$ cat config.mk
export PLATFORM = sky130hd
export DESIGN_NAME = ps2_key_decoder
export DESIGN_NICKNAME = d
export VERILOG_FILES = /design/src/rtl/ps2_key_decoder.sv
export SDC_FILE = /design/constraint.sdc
export NUM_CORES = 1
export LEC_CHECK = 0
export CAP_MARGIN = 10
export CORE_UTILIZATION = 40
export CTS_BUF_LIST = sky130_fd_sc_hd__clkbuf_16
export CTS_CLUSTER_SIZE = 28
export DETAILED_ROUTE_END_ITERATION = 16
export GPL_TIMING_DRIVEN = 0
export HOLD_SLACK_MARGIN = 0.03
export PLACE_DENSITY = 0.71
export SYNTH_ARGS = -nofsm -noshare
export SYNTH_HDL_FRONTEND = slang
export SYNTH_SLANG_ARGS = --single-unit
$ cat constraint.sdc
create_clock -name clk -period 3.5 [get_ports clk]
set_input_delay 0.525 -clock clk [delete_from_list [all_inputs] [get_ports clk]]
set_output_delay 0.525 -clock clk [all_outputs]
set_load 0.02 [all_outputs]
$ cat src/rtl/ps2_key_decoder.sv
// ps2_key_decoder
//   Turns PS/2 scan-code set 2 byte sequences into key events. It tracks the
//   E0/F0 prefixes, maps common keys to ASCII, counts new key presses and
//   queues events in a first-word-fall-through FIFO behind a valid/ready
//   handshake.
//
//   Optional build macro: PS2_REPEAT_FILTER_EN. When it is defined,
//   typematic repeats of the held key are not queued.
//
// Ports
//   clk, reset      rising-edge clock; synchronous active-high reset
//   rx_data/valid   received byte and its one-cycle strobe
//   ev_code/ascii/break/ext/valid, ev_ready   head event and its handshake
//   key_count       new key presses, modulo 256
//   held_valid/code current held key, coded as {ext, code}
//   overflow        sticky flag: an event was dropped because the FIFO was full
module ps2_key_decoder #(
  parameter int FIFO_DEPTH = 4
) (
  input  logic       clk,
  input  logic       reset,
  input  logic [7:0] rx_data,
  input  logic       rx_valid,
  output logic [7:0] ev_code,
  output logic [7:0] ev_ascii,
  output logic       ev_break,
  output logic       ev_ext,
  output logic       ev_valid,
  input  logic       ev_ready,
  output logic [7:0] key_count,
  output logic       held_valid,
  output logic [8:0] held_code,
  output logic       overflow
);

  localparam int AW = $clog2(FIFO_DEPTH);

  typedef enum logic [1:0] {S_IDLE, S_E0, S_F0, S_E0F0} state_t;

  state_t state, next_state;

  function automatic logic [7:0] to_ascii(input logic [7:0] c);
    case (c)
      8'h1C: to_ascii = 8'h61;  8'h32: to_ascii = 8'h62;  8'h21: to_ascii = 8'h63;
      8'h23: to_ascii = 8'h64;  8'h24: to_ascii = 8'h65;  8'h2B: to_ascii = 8'h66;
      8'h34: to_ascii = 8'h67;  8'h33: to_ascii = 8'h68;  8'h43: to_ascii = 8'h69;
      8'h3B: to_ascii = 8'h6A;  8'h42: to_ascii = 8'h6B;  8'h4B: to_ascii = 8'h6C;
      8'h3A: to_ascii = 8'h6D;  8'h31: to_ascii = 8'h6E;  8'h44: to_ascii = 8'h6F;
      8'h4D: to_ascii = 8'h70;  8'h15: to_ascii = 8'h71;  8'h2D: to_ascii = 8'h72;
      8'h1B: to_ascii = 8'h73;  8'h2C: to_ascii = 8'h74;  8'h3C: to_ascii = 8'h75;
      8'h2A: to_ascii = 8'h76;  8'h1D: to_ascii = 8'h77;  8'h22: to_ascii = 8'h78;
      8'h35: to_ascii = 8'h79;  8'h1A: to_ascii = 8'h7A;
      8'h45: to_ascii = 8'h30;  8'h16: to_ascii = 8'h31;  8'h1E: to_ascii = 8'h32;
      8'h26: to_ascii = 8'h33;  8'h25: to_ascii = 8'h34;  8'h2E: to_ascii = 8'h35;
      8'h36: to_ascii = 8'h36;  8'h3D: to_ascii = 8'h37;  8'h3E: to_ascii = 8'h38;
      8'h46: to_ascii = 8'h39;
      8'h29: to_ascii = 8'h20;  8'h5A: to_ascii = 8'h0D;
      default: to_ascii = 8'h00;
    endcase
  endfunction

  // Byte classification
  logic is_ctrl, is_e0, is_f0, complete;
  assign is_ctrl = (rx_data == 8'h00) || (rx_data == 8'hAA) || (rx_data == 8'hEE) ||
                   (rx_data == 8'hFA) || (rx_data == 8'hFE) || (rx_data == 8'hFF);
  assign is_e0    = (rx_data == 8'hE0);
  assign is_f0    = (rx_data == 8'hF0);
  assign complete = rx_valid && !is_ctrl && !is_e0 && !is_f0;

  // Prefix FSM
  always_ff @(posedge clk) begin
    if (reset) state <= S_IDLE;
    else       state <= next_state;
  end

  always_comb begin
    next_state = state;
    if (rx_valid) begin
      if (is_ctrl)                  next_state = S_IDLE;
      else if (is_e0) begin
        if (state == S_IDLE)        next_state = S_E0;
        else if (state == S_F0)     next_state = S_E0F0;
      end else if (is_f0) begin
        if (state == S_IDLE)        next_state = S_F0;
        else if (state == S_E0)     next_state = S_E0F0;
      end else                      next_state = S_IDLE;
    end
  end

  // Event being formed this cycle
  logic        in_ext, in_brk, is_repeat, push;
  logic [17:0] in_word;
  assign in_ext    = (state == S_E0) || (state == S_E0F0);
  assign in_brk    = (state == S_F0) || (state == S_E0F0);
  assign is_repeat = held_valid && (held_code == {in_ext, rx_data});
  assign in_word   = {in_ext, in_brk, rx_data, in_ext ? 8'h00 : to_ascii(rx_data)};

`ifdef PS2_REPEAT_FILTER_EN
  assign push = complete && !(!in_brk && is_repeat);
`else
  assign push = complete;
`endif

  // Held key tracking and press counter
  always_ff @(posedge clk) begin
    if (reset) begin
      key_count  <= '0;
      held_valid <= 1'b0;
      held_code  <= '0;
    end else if (complete) begin
      if (!in_brk) begin
        if (!is_repeat) begin
          key_count  <= key_count + 8'd1;
          held_valid <= 1'b1;
          held_code  <= {in_ext, rx_data};
        end
      end else if (is_repeat) begin
        // a break whose {ext, code} matches the held key releases it
        held_valid <= 1'b0;
      end
    end
  end

  // Event FIFO, first-word-fall-through
  logic [17:0]   mem [FIFO_DEPTH];
  logic [AW-1:0] wr_ptr, rd_ptr;
  logic [AW:0]   count;
  logic          full, pop, wr_en;

  assign full     = (count == (AW+1)'(FIFO_DEPTH));
  assign ev_valid = (count != '0);
  assign pop      = ev_valid && ev_ready;
  // a pop in the same cycle frees the slot, so a push into a full FIFO still lands
  assign wr_en    = push && (!full || pop);

  always_ff @(posedge clk) begin
    if (wr_en) mem[wr_ptr] <= in_word;
  end

  always_ff @(posedge clk) begin
    if (reset) begin
      wr_ptr   <= '0;
      rd_ptr   <= '0;
      count    <= '0;
      overflow <= 1'b0;
    end else begin
      if (wr_en) wr_ptr <= wr_ptr + 1'b1;
      if (pop)   rd_ptr <= rd_ptr + 1'b1;
      case ({wr_en, pop})
        2'b10:   count <= count + 1'b1;
        2'b01:   count <= count - 1'b1;
        default: count <= count;
      endcase
      if (push && !wr_en) overflow <= 1'b1;
    end
  end

  // Head fields are forced to zero while empty so reset and idle read as zero
  logic [17:0] head;
  assign head     = ev_valid ? mem[rd_ptr] : 18'd0;
  assign ev_ext   = head[17];
  assign ev_break = head[16];
  assign ev_code  = head[15:8];
  assign ev_ascii = head[7:0];

endmodule

==> qor.yml, run 1 <==
fp.coreArea_mm2: 0.0122
power.internal_w: 0.00242
dieArea_mm2: 0.0132
tightestPinTransition_ns: 0.855
start_util: 0.418
slew_violations: 0
cp-end-kind: "flip-flop"
die_y_um: 115
hold_class: "reg -> reg"
syn2layout_area_growth_pct: 19.7
std_cell_rows: 40
yosys.cell_count.top_type: "edfxtp_1"
routabilityCongestion: 0.911
synth.distinct_cells: 62
ios: 50
fmax_mhz: 301
crit_type: "in -> reg"
power_density_mw_per_mm2: 585
required_ns: 3.72
clkPwrFrac: 0.255
dp_hpwl_um: 8470
ys_ff_latch: 98
cts_hold_buffers: 0
worst-path-buf-inv: 3
ant_nets: 0
clock_sinks: 98
grt_pass1_vias: 3920
cpPeakStageDelay_ns: 0.51
peakVddDrop_mv: 0.228
via_count: 3818
syn_inst: 451
switchingPower_w: 0.00116
cp.arrival_ns: 3.54
grt_max_degree: 18
cts_buffer_depth: 2
grt_pass1_wl_um: 20100
ys_seq_area_frac: 0.518
io_buffer_count: 46
rsz0062_at_grt: "false"
switching_share: 0.323
grt.total_usage: 0.198
synth_edf_count: 68
drtIter0Drc: 371
period_share: 0.948
drive_gt1_frac: 0.140
h-tree-depth: 3
async_reset_ff_frac: 0
start_kind: "input port"
drcViolationCount: 0
synth_ff_type: "edfxtp_1"
hold_viol: 0
skew_ns: 0.00648
worstPathCellList: "clkdlybuf4s15_2, inv_2, ha_2, or3b_2, a21oi_2, nor4b_4, clkbuf_4, nor2_1, fa_1, nand2b_1, nor4_1, or4_1"
detail_route.vias_per_cell: 5.61
numCtsBuffers: 9
comb_power_share: 0.344
antenna_cells: 0
antenna_found_initial: 0
wirelength_um: 12200
synth_top_cells_by_count: "edfxtp_1, clkbuf_1, dfxtp_1, o21ai_0, a21oi_1"
clk_latency_ns: 0.34
power_leakage_nw: 2.14
fin_cells: 681
crit_slowest_cell: "or3b_2"
clkSlewWorstSetupHoldPaths_ns: 0.07
syn-cell-area_mm2: 0.00510
first_pass_iters: 5
seq_power_share: 0.401
finalCriticalPeriod_ns: 3.32
status: "complete, no violations"
relSlewSlack: 0.430
dieWidth_um: 115
crit_fanout: 13
synth_area_leaders: "edfxtp_1, dfxtp_1, mux4_2"
maxCapViolations: 0
finalPower_w: 0.00358
yosysTopAreaCell: "edfxtp_1"
cp_top_family: "simple AND/OR/NAND/NOR gates"
cts_tree: "yes"
yosysTopAreaCellShare: 0.400
clockRootBuffer: "clkbuf_16"
finalSetupViolations: 0
wire_per_inst_um: 17.9
final_nets: 534
dp_cells: 665
synth_fp_nets: 477
yosys_warnings: 0
postSynthAreaPerCell_um2: 11.3
gr-total-overflow: 0
sequential cells by signal (all words and copies together) (netlist names), named ones only:
name / flops
held_valid: 1
state: 2
count: 3
mem: 68
held_code: 9
wr_ptr: 2
key_count: 8
rd_ptr: 2
overflow: 1
worst paths after layout:
| path | start | to | slack [ns] | cells after the start |
|---|---|---|---|---|
| hold / removal | overflow | overflow | 0.51 | 2 |
| setup / recovery | rx_data[0] | count[1] | 0.18 | 12 |
| hold reg to reg | overflow | overflow | 0.51 | 2 |
| setup reg to reg | count[0] | count[1] | 0.89 | 8 |
final cells by class:
cell class / instances / area [um2]
clock buffer: 9 / 225
multi-input combinational: 300 / 2270
sequential: 98 / 2640
inverter: 14 / 52.6
clock inverter: 7 / 51.3
timing repair buffer: 47 / 469
tap: 168 / 210
buffer: 38 / 191
fill: 1141 / 6100
worst reg2reg max path: cells and delay by family (launching register included):
| kind | cells | cell delay (ns) |
|---|---|---|
| simple gates | 6 | 1.25 |
| flops | 1 | 0.50 |
| fa+ha+maj | 1 | 0.43 |
| buf+inv | 1 | 0.31 |
cell families after synthesis:
group | synth area share
AOI/OAI and AO/OA | 0.115
buffers and inverters | 0.0439
adders and majority gates | 0.0358
other | 0.000735
xor gates and xnor gates | 0.0189
DFF | 0.518
and+or+nand+nor | 0.170
muxes | 0.0985
stage by stage:
step / util / setup WS [ns] / hold slack, ns / setup TNS [ns] / area, um2
after floorplan: - / 0.0330 / 0.484 / 0 / 5100
after global placement: 0.473 / -1.46 / 0.470 / -109.75 / 5780
after detailed placement: 0.473 / -1.52 / 0.489 / -113.07 / 5780
after CTS: 0.499 / 0.00522 / 0.505 / 0 / 6090
after global routing: 0.500 / 0.0373 / 0.543 / 0 / 6110
final: 0.500 / 0.181 / 0.506 / 0 / 6110
cells in the final DEF, fill, tap and decap left out, drive strengths merged, types with 9 or more instances in the layout:
cell	n
and2	18
xor2	9
o21ai	28
inv	18
nand2b	9
nor3	13
a211oi	9
nand2	19
clkdlybuf4s50	42
ha	13
dfxtp	30
nor2	24
nand3	22
clkbuf	41
edfxtp	68
mux4	18
a21oi	26
power groups by stage:
stage / Sequential, W / Combinational, W / Clock [W]
after floorplan: 0.00143 / 0.000780 / 0
after global placement: 0.00143 / 0.00123 / 0
after detailed placement: 0.00144 / 0.00126 / 0
after CTS: 0.00141 / 0.00127 / 0.000929
after global routing: 0.00145 / 0.00133 / 0.000974
final: 0.00143 / 0.00123 / 0.000913
routing by layer:
layer | vias up | track usage | routed length (um)
li1 | 1803 | - | -
met1 | 1876 | 0.262 | 5490
met2 | 116 | 0.330 | 5950
met3 | 23 | 0.0337 | 543
met4 | 0 | 0.0719 | 221
met5 | - | 0 | 0
what timing repair did:
| action | in CTS | in global routing |
|---|---|---|
| gates resized for setup | 19 | 13 |
| endpoints found under the hold margin | 0 | 0 |
| endpoints found under the setup margin | 90 | 38 |
| setup buffers | 1 | 0 |
| pin swaps | 1 | 0 |
| cloned | 0 | 0 |
No activity file was read; power rests on OpenSTA's default activity.
==> inputs of run 2 (changes only) <==
--- a/config.mk
+++ b/config.mk
@@ -10,7 +10,7 @@
 export CTS_BUF_LIST = sky130_fd_sc_hd__clkbuf_16
 export CTS_CLUSTER_SIZE = 28
 export DETAILED_ROUTE_END_ITERATION = 16
-export GPL_TIMING_DRIVEN = 0
+export GPL_TIMING_DRIVEN = 1
 export HOLD_SLACK_MARGIN = 0.03
 export PLACE_DENSITY = 0.71
 export SYNTH_ARGS = -nofsm -noshare
==> qor.yml, run 2 (synthesized netlist as in run 1, its figures left out) <==
status: "complete, no violations"  # unchanged
drcViolationCount: 0  # unchanged
rsz0062_at_grt: "false"  # unchanged
setup_slack_ns: 0.395  # was 0.181 ns
pre_cts_ws_ns: 0.0361  # was -1.52 ns
finalCriticalPeriod_ns: 3.10  # was 3.32 ns
syn2layout_area_growth_pct: 20.5  # was 19.7%
relSlewSlack: 0.549  # was 0.430
wirelength_um: 11800  # was 12200 um
clk_latency_ns: 0.34  # about the same
final_nets: 529  # was 534
drtIter0Drc: 295  # was 371
top_regs: "mem x68, held_code x9, key_count x8"  # unchanged
dieWidth_um: 115  # unchanged
worstPathCellList: "clkdlybuf4s50_1, inv_1, ha_1, or3b_2, a21oi_2, nor4b_4, nor2_1, fa_1, nand2b_1, nor4_1, or4_1"  # was clkdlybuf4s15_2, inv_2, ha_2, or3b_2, a21oi_2, nor4b_4, clkbuf_4, nor2_1, fa_1, nand2b_1, nor4_1, or4_1
power_density_mw_per_mm2: 584  # was 585 mW/mm2
cts_setup_buffers: 0  # was 1
antenna_cells: 0  # unchanged
drive_gt1_frac: 0.152  # was 0.140
dp_hpwl_um: 8060  # was 8470 um
final.setup.tns_ns: 0  # unchanged
clkSlewWorstSetupHoldPaths_ns: 0.07  # about the same
cp.arrival_ns: 3.32  # was 3.54 ns
top_register: "mem"  # unchanged
clockRootBuffer: "clkbuf_16"  # unchanged
grt.total_usage: 0.188  # was 0.198
holdWs_ns: 0.477  # was 0.506 ns
maxCapViolations: 0  # unchanged
slew_violations: 0  # unchanged
tightestPinTransition_ns: 0.666  # was 0.855 ns
cts_hold_buffers: 0  # unchanged
period_share: 0.887  # was 0.948
die_y_um: 115  # unchanged
dieArea_mm2: 0.0132  # unchanged
fmax_mhz: 322  # was 301 MHz
antenna_found_initial: 0  # unchanged
largest_register_ffs: 68  # unchanged
layout_commonest_cell: "edfxtp_1"  # unchanged
cp-end-kind: "flip-flop"  # unchanged
skew_ns: 0.00684  # was 0.00648 ns
grt_pass1_vias: 3616  # was 3920
fp.coreArea_mm2: 0.0122  # unchanged
crit_type: "in -> reg"  # unchanged
layout_common_cells: "edfxtp_1, clkdlybuf4s50_1, buf_4"  # was edfxtp_1, clkdlybuf4s50_1, dfxtp_1
finalSetupViolations: 0  # unchanged
fin_cells: 676  # was 681
required_ns: 3.72  # about the same
wire_per_inst_um: 17.5  # was 17.9 um
cts_resized: 0  # was 19
start_kind: "input port"  # unchanged
clock_sinks: 98  # unchanged
power_leakage_nw: 2.18  # was 2.14 nW
grt_max_degree: 39  # was 18
hold_viol: 0  # unchanged
start_util: 0.418  # unchanged
io_buffer_count: 48  # was 46
ios: 50  # unchanged
hold_class: "reg -> reg"  # unchanged
cts_tree: "yes"  # unchanged
routabilityCongestion: 0.975  # was 0.911
fin_util: 0.504  # was 0.500
ant_nets: 0  # unchanged
cts_buffer_depth: 2  # unchanged
cpPeakStageDelay_ns: 0.53  # was 0.51 ns
detail_route.vias_per_cell: 5.57  # was 5.61
std_cell_rows: 40  # unchanged
dp_cells: 660  # was 665
first_pass_iters: 5  # unchanged
numCtsBuffers: 9  # unchanged
crit_slowest_cell: "or3b_2"  # unchanged
peakVddDrop_mv: 0.237  # was 0.228 mV
h-tree-depth: 3  # unchanged
crit_fanout: 4  # was 13
via_count: 3765  # was 3818
grt_pass1_wl_um: 18800  # was 20100 um
gr-total-overflow: 0  # unchanged
[run 2: per-layer routing]
metal | up-vias | global-route usage | routed length, um
met1 | 1846 | 0.243 | 5310
li1 | 1799 | - | -
met2 | 101 | 0.315 | 5800
met4 | 0 | 0.0831 | 234
met5 | - | 0 | 0
met3 | 19 | 0.0279 | 467
[run 2: where the power goes]
part	switching [W]	internal, W
registers	0.0000680	0.00135
logic	0.000650	0.000607
clock network	0.000434	0.000488
total	0.00115	0.00244
[run 2: metrics by stage]
| stage | total power (W) | instance area [um2] |
|---|---|---|
| final | 0.00359 | 6150 |
| after global routing | 0.00377 | 6150 |
| after CTS | 0.00363 | 6150 |
| after detailed placement | 0.00271 | 5870 |
| after global placement | 0.00268 | 5870 |
| after floorplan | 0.00221 | 5100 |
[run 2: cell type report]
cell class / instances / area [um2]
Clock inverter: 7 / 52.6
Sequential cell: 98 / 2640
Inverter: 14 / 52.6
Fill cell: 1076 / 6060
Clock buffer: 9 / 225
Timing Repair Buffer: 80 / 721
Multi-Input combinational cell: 300 / 2250
Tap cell: 168 / 210
[run 2: worst max-delay path: cells and delay by family]
kind | cells | cell delay [ns]
adders and majority gates | 2 | 0.60
buffers and inverters | 2 | 0.59
AOI/OAI and AO/OA | 1 | 0.21
and+or+nand+nor | 6 | 1.39
[run 2: final timing paths]
kind | slack (ns) | endpoint | startpoint | cells after the start
worst max register to register | 1.18 | key_count[5] | state[0] | 7
worst max-delay path | 0.40 | count[1] | rx_data[0] | 11
worst min register to register | 0.48 | overflow | overflow | 2
worst min-delay path | 0.48 | overflow | overflow | 2
==> inputs of run 3 (changes only) <==
--- a/config.mk
+++ b/config.mk
@@ -5,6 +5,7 @@
 export SDC_FILE = /design/constraint.sdc
 export NUM_CORES = 1
 export LEC_CHECK = 0
+export ABC_AREA = 1
 export CAP_MARGIN = 10
 export CORE_UTILIZATION = 40
 export CTS_BUF_LIST = sky130_fd_sc_hd__clkbuf_16
==> qor.yml, run 3 <==
ys_seq_area_frac: 0.531  # was 0.518
synth_ff_type: "edfxtp_1"  # unchanged
placed_cell_area_mm2: 0.00565  # was 0.00587 mm2
yosysTopAreaCellShare: 0.410  # was 0.400
die_y_um: 114  # was 115 um
relSlewSlack: 0.414  # was 0.549
h-tree-depth: 3  # unchanged
synth_area_leaders: "edfxtp_1, dfxtp_1, nor2_1"  # was edfxtp_1, dfxtp_1, mux4_2
ant_nets: 0  # unchanged
fmax_mhz: 339  # was 322 MHz
synthMuxAreaShare: 0  # was 0.0985
hold_class: "reg -> reg"  # unchanged
grt_pass1_vias: 3909  # was 3616
drcViolationCount: 0  # unchanged
setup_slack_ns: 0.549  # was 0.395 ns
ios: 50  # unchanged
grt_max_degree: 35  # was 39
skew_ns: 0.00854  # was 0.00684 ns
comb_power_share: 0.261  # was 0.350
layout_commonest_cell: "nor2_1"  # was edfxtp_1
dp_cells: 759  # was 660
wire_per_inst_um: 15.5  # was 17.5 um
power_density_mw_per_mm2: 515  # was 584 mW/mm2
clk_latency_ns: 0.35  # was 0.34 ns
power.internal_w: 0.00209  # was 0.00244 W
yosys.cell_count.top_type: "nor2_1"  # was edfxtp_1
cts_resized: 0  # unchanged
synth_edf_count: 68  # unchanged
status: "complete, no violations"  # unchanged
std_cell_rows: 40  # unchanged
fin_cells: 774  # was 676
grt_pass1_wl_um: 19500  # was 18800 um
period_share: 0.843  # was 0.887
detail_route.vias_per_cell: 5.19  # was 5.57
drtIter0Drc: 322  # was 295
async_reset_ff_frac: 0  # unchanged
synth_fp_nets: 580  # was 477
clock_sinks: 98  # unchanged
top_register: "mem"  # unchanged
fp.coreArea_mm2: 0.0121  # was 0.0122 mm2
yosys.area_share.simple: 0.195  # was 0.170
synth_xor_xnor_area_share: 0.0106  # was 0.0189
cts_tree: "yes"  # unchanged
required_ns: 2.97  # was 3.72 ns
syn2layout_area_growth_pct: 18.8  # was 20.5%
routabilityCongestion: 0.852  # was 0.975
switching_share: 0.314  # was 0.321
gr-total-overflow: 0  # unchanged
dp_hpwl_um: 8210  # was 8060 um
top_regs: "mem x68, held_code x9, key_count x8"  # unchanged
final_nets: 628  # was 529
clkSlewWorstSetupHoldPaths_ns: 0.06  # was 0.07 ns
start_kind: "flip-flop"  # was input port
synth_compound_area_frac: 0.155  # was 0.115
finalCriticalPeriod_ns: 2.95  # was 3.10 ns
syn_inst: 554  # was 451
drive_gt1_frac: 0.0974  # was 0.152
largest_register_ffs: 68  # unchanged
synth_top_family_by_area: "simple AND/OR/NAND/NOR gates"  # unchanged
layout_common_cells: "nor2_1, edfxtp_1, nand2_1, o21ai_0, a21oi_1"  # was edfxtp_1, clkdlybuf4s50_1, buf_4
hold_viol: 0  # unchanged
yosys_warnings: 0  # unchanged
wirelength_um: 12000  # was 11800 um
io_buffer_count: 48  # unchanged
finalSetupViolations: 0  # unchanged
peakVddDrop_mv: 0.259  # was 0.237 mV
postSynthAreaPerCell_um2: 8.98  # was 11.3 um2
final_area_mm2: 0.00591  # was 0.00615 mm2
cts_setup_buffers: 0  # unchanged
clkPwrFrac: 0.293  # was 0.257
seq_power_share: 0.446  # was 0.393
slew_violations: 0  # unchanged
dieWidth_um: 114  # was 115 um
syn-cell-area_mm2: 0.00497  # was 0.00510 mm2
cp-end-kind: "output port"  # was flip-flop
synthAdderAreaFrac: 0.0367  # was 0.0358
synth_top_cells_by_count: "nor2_1, edfxtp_1, nand2_1, o21ai_0, a21oi_1"  # was edfxtp_1, clkbuf_1, dfxtp_1, o21ai_0, a21oi_1
dieArea_mm2: 0.0129  # was 0.0132 mm2
crit_fanout: 34  # was 4
synth.distinct_cells: 41  # was 62
via_count: 4018  # was 3765
pre_cts_ws_ns: 0.415  # was 0.0361 ns
first_pass_iters: 4  # was 5
ys_ff_latch: 98  # unchanged
cts_buffer_depth: 2  # unchanged
start_util: 0.412  # was 0.418
rsz0062_at_grt: "false"  # unchanged
power_leakage_nw: 2.25  # was 2.18 nW
maxCapViolations: 0  # unchanged
holdWs_ns: 0.471  # was 0.477 ns
tightestPinTransition_ns: 0.878  # was 0.666 ns
yosysTopAreaCell: "edfxtp_1"  # unchanged
numCtsBuffers: 9  # unchanged
clockRootBuffer: "clkbuf_16"  # unchanged
switchingPower_w: 0.000955  # was 0.00115 W
cp.arrival_ns: 2.43  # was 3.32 ns
final.setup.tns_ns: 0  # unchanged
antenna_cells: 0  # unchanged
antenna_found_initial: 0  # unchanged
crit_type: "reg -> out"  # was in -> reg
cts_hold_buffers: 0  # unchanged
grt.total_usage: 0.198  # was 0.188
==> run 3: area by class of cell <==
cell class | count | area, um2
clock buffer | 9 | 225
clock inverter | 6 | 33.8
fill | 1138 | 6150
inverter | 47 | 186
multi-input combinational | 381 | 1980
sequential | 98 | 2640
tap | 168 | 210
timing repair buffer | 65 | 633
==> run 3: final timing paths <==
path	start	endpoint	slack, ns	depth (start not counted)
max reg2reg	count[0]	count[2]	1.31	11
min	overflow	overflow	0.47	1
max	flip-flop	ev_code[1]	0.55	4
min reg2reg	overflow	overflow	0.47	1
==> run 3: stage by stage <==
stage               total power, W  utilization
global placement           0.00217        0.469
detailed placement         0.00219        0.469
finish                     0.00305        0.490
global route               0.00321        0.490
floorplan                  0.00187            -
CTS                        0.00307        0.490
==> run 3: per-layer routing <==
metal,GRT usage,wire length [um],vias up
met5,0,0,-
met4,0.0825,286,0
met3,0.0393,642,21
met2,0.323,5600,136
met1,0.258,5490,1884
li1,-,-,1977
==> run 3: power by group through the flow <==
| stage | logic [W] | registers, W | clock network [W] |
|---|---|---|---|
| 5_1_grt | 0.000881 | 0.00137 | 0.000960 |
| 3_5_place_dp | 0.000800 | 0.00139 | 0 |
| 6_report | 0.000795 | 0.00136 | 0.000892 |
| 3_3_place_gp | 0.000787 | 0.00138 | 0 |
| 4_1_cts | 0.000805 | 0.00136 | 0.000910 |
| 2_1_floorplan | 0.000475 | 0.00139 | 0 |
==> run 3: logic make-up after synthesis <==
group	count (synthesis)
AND/OR/NAND/NOR	216
AO/OA/AOI/OAI	144
flip-flops	98
buffers and inverters	75
adder cells (fa/ha/maj)	14
XOR/XNOR	6
other	1
==> run 3: critical path: stages (launching register included) <==
cell	delay, ns
dfxtp_1	0.31
inv_1	0.63
o21ai_0	0.20
a21oi_1	0.26
clkdlybuf4s50_1	0.66
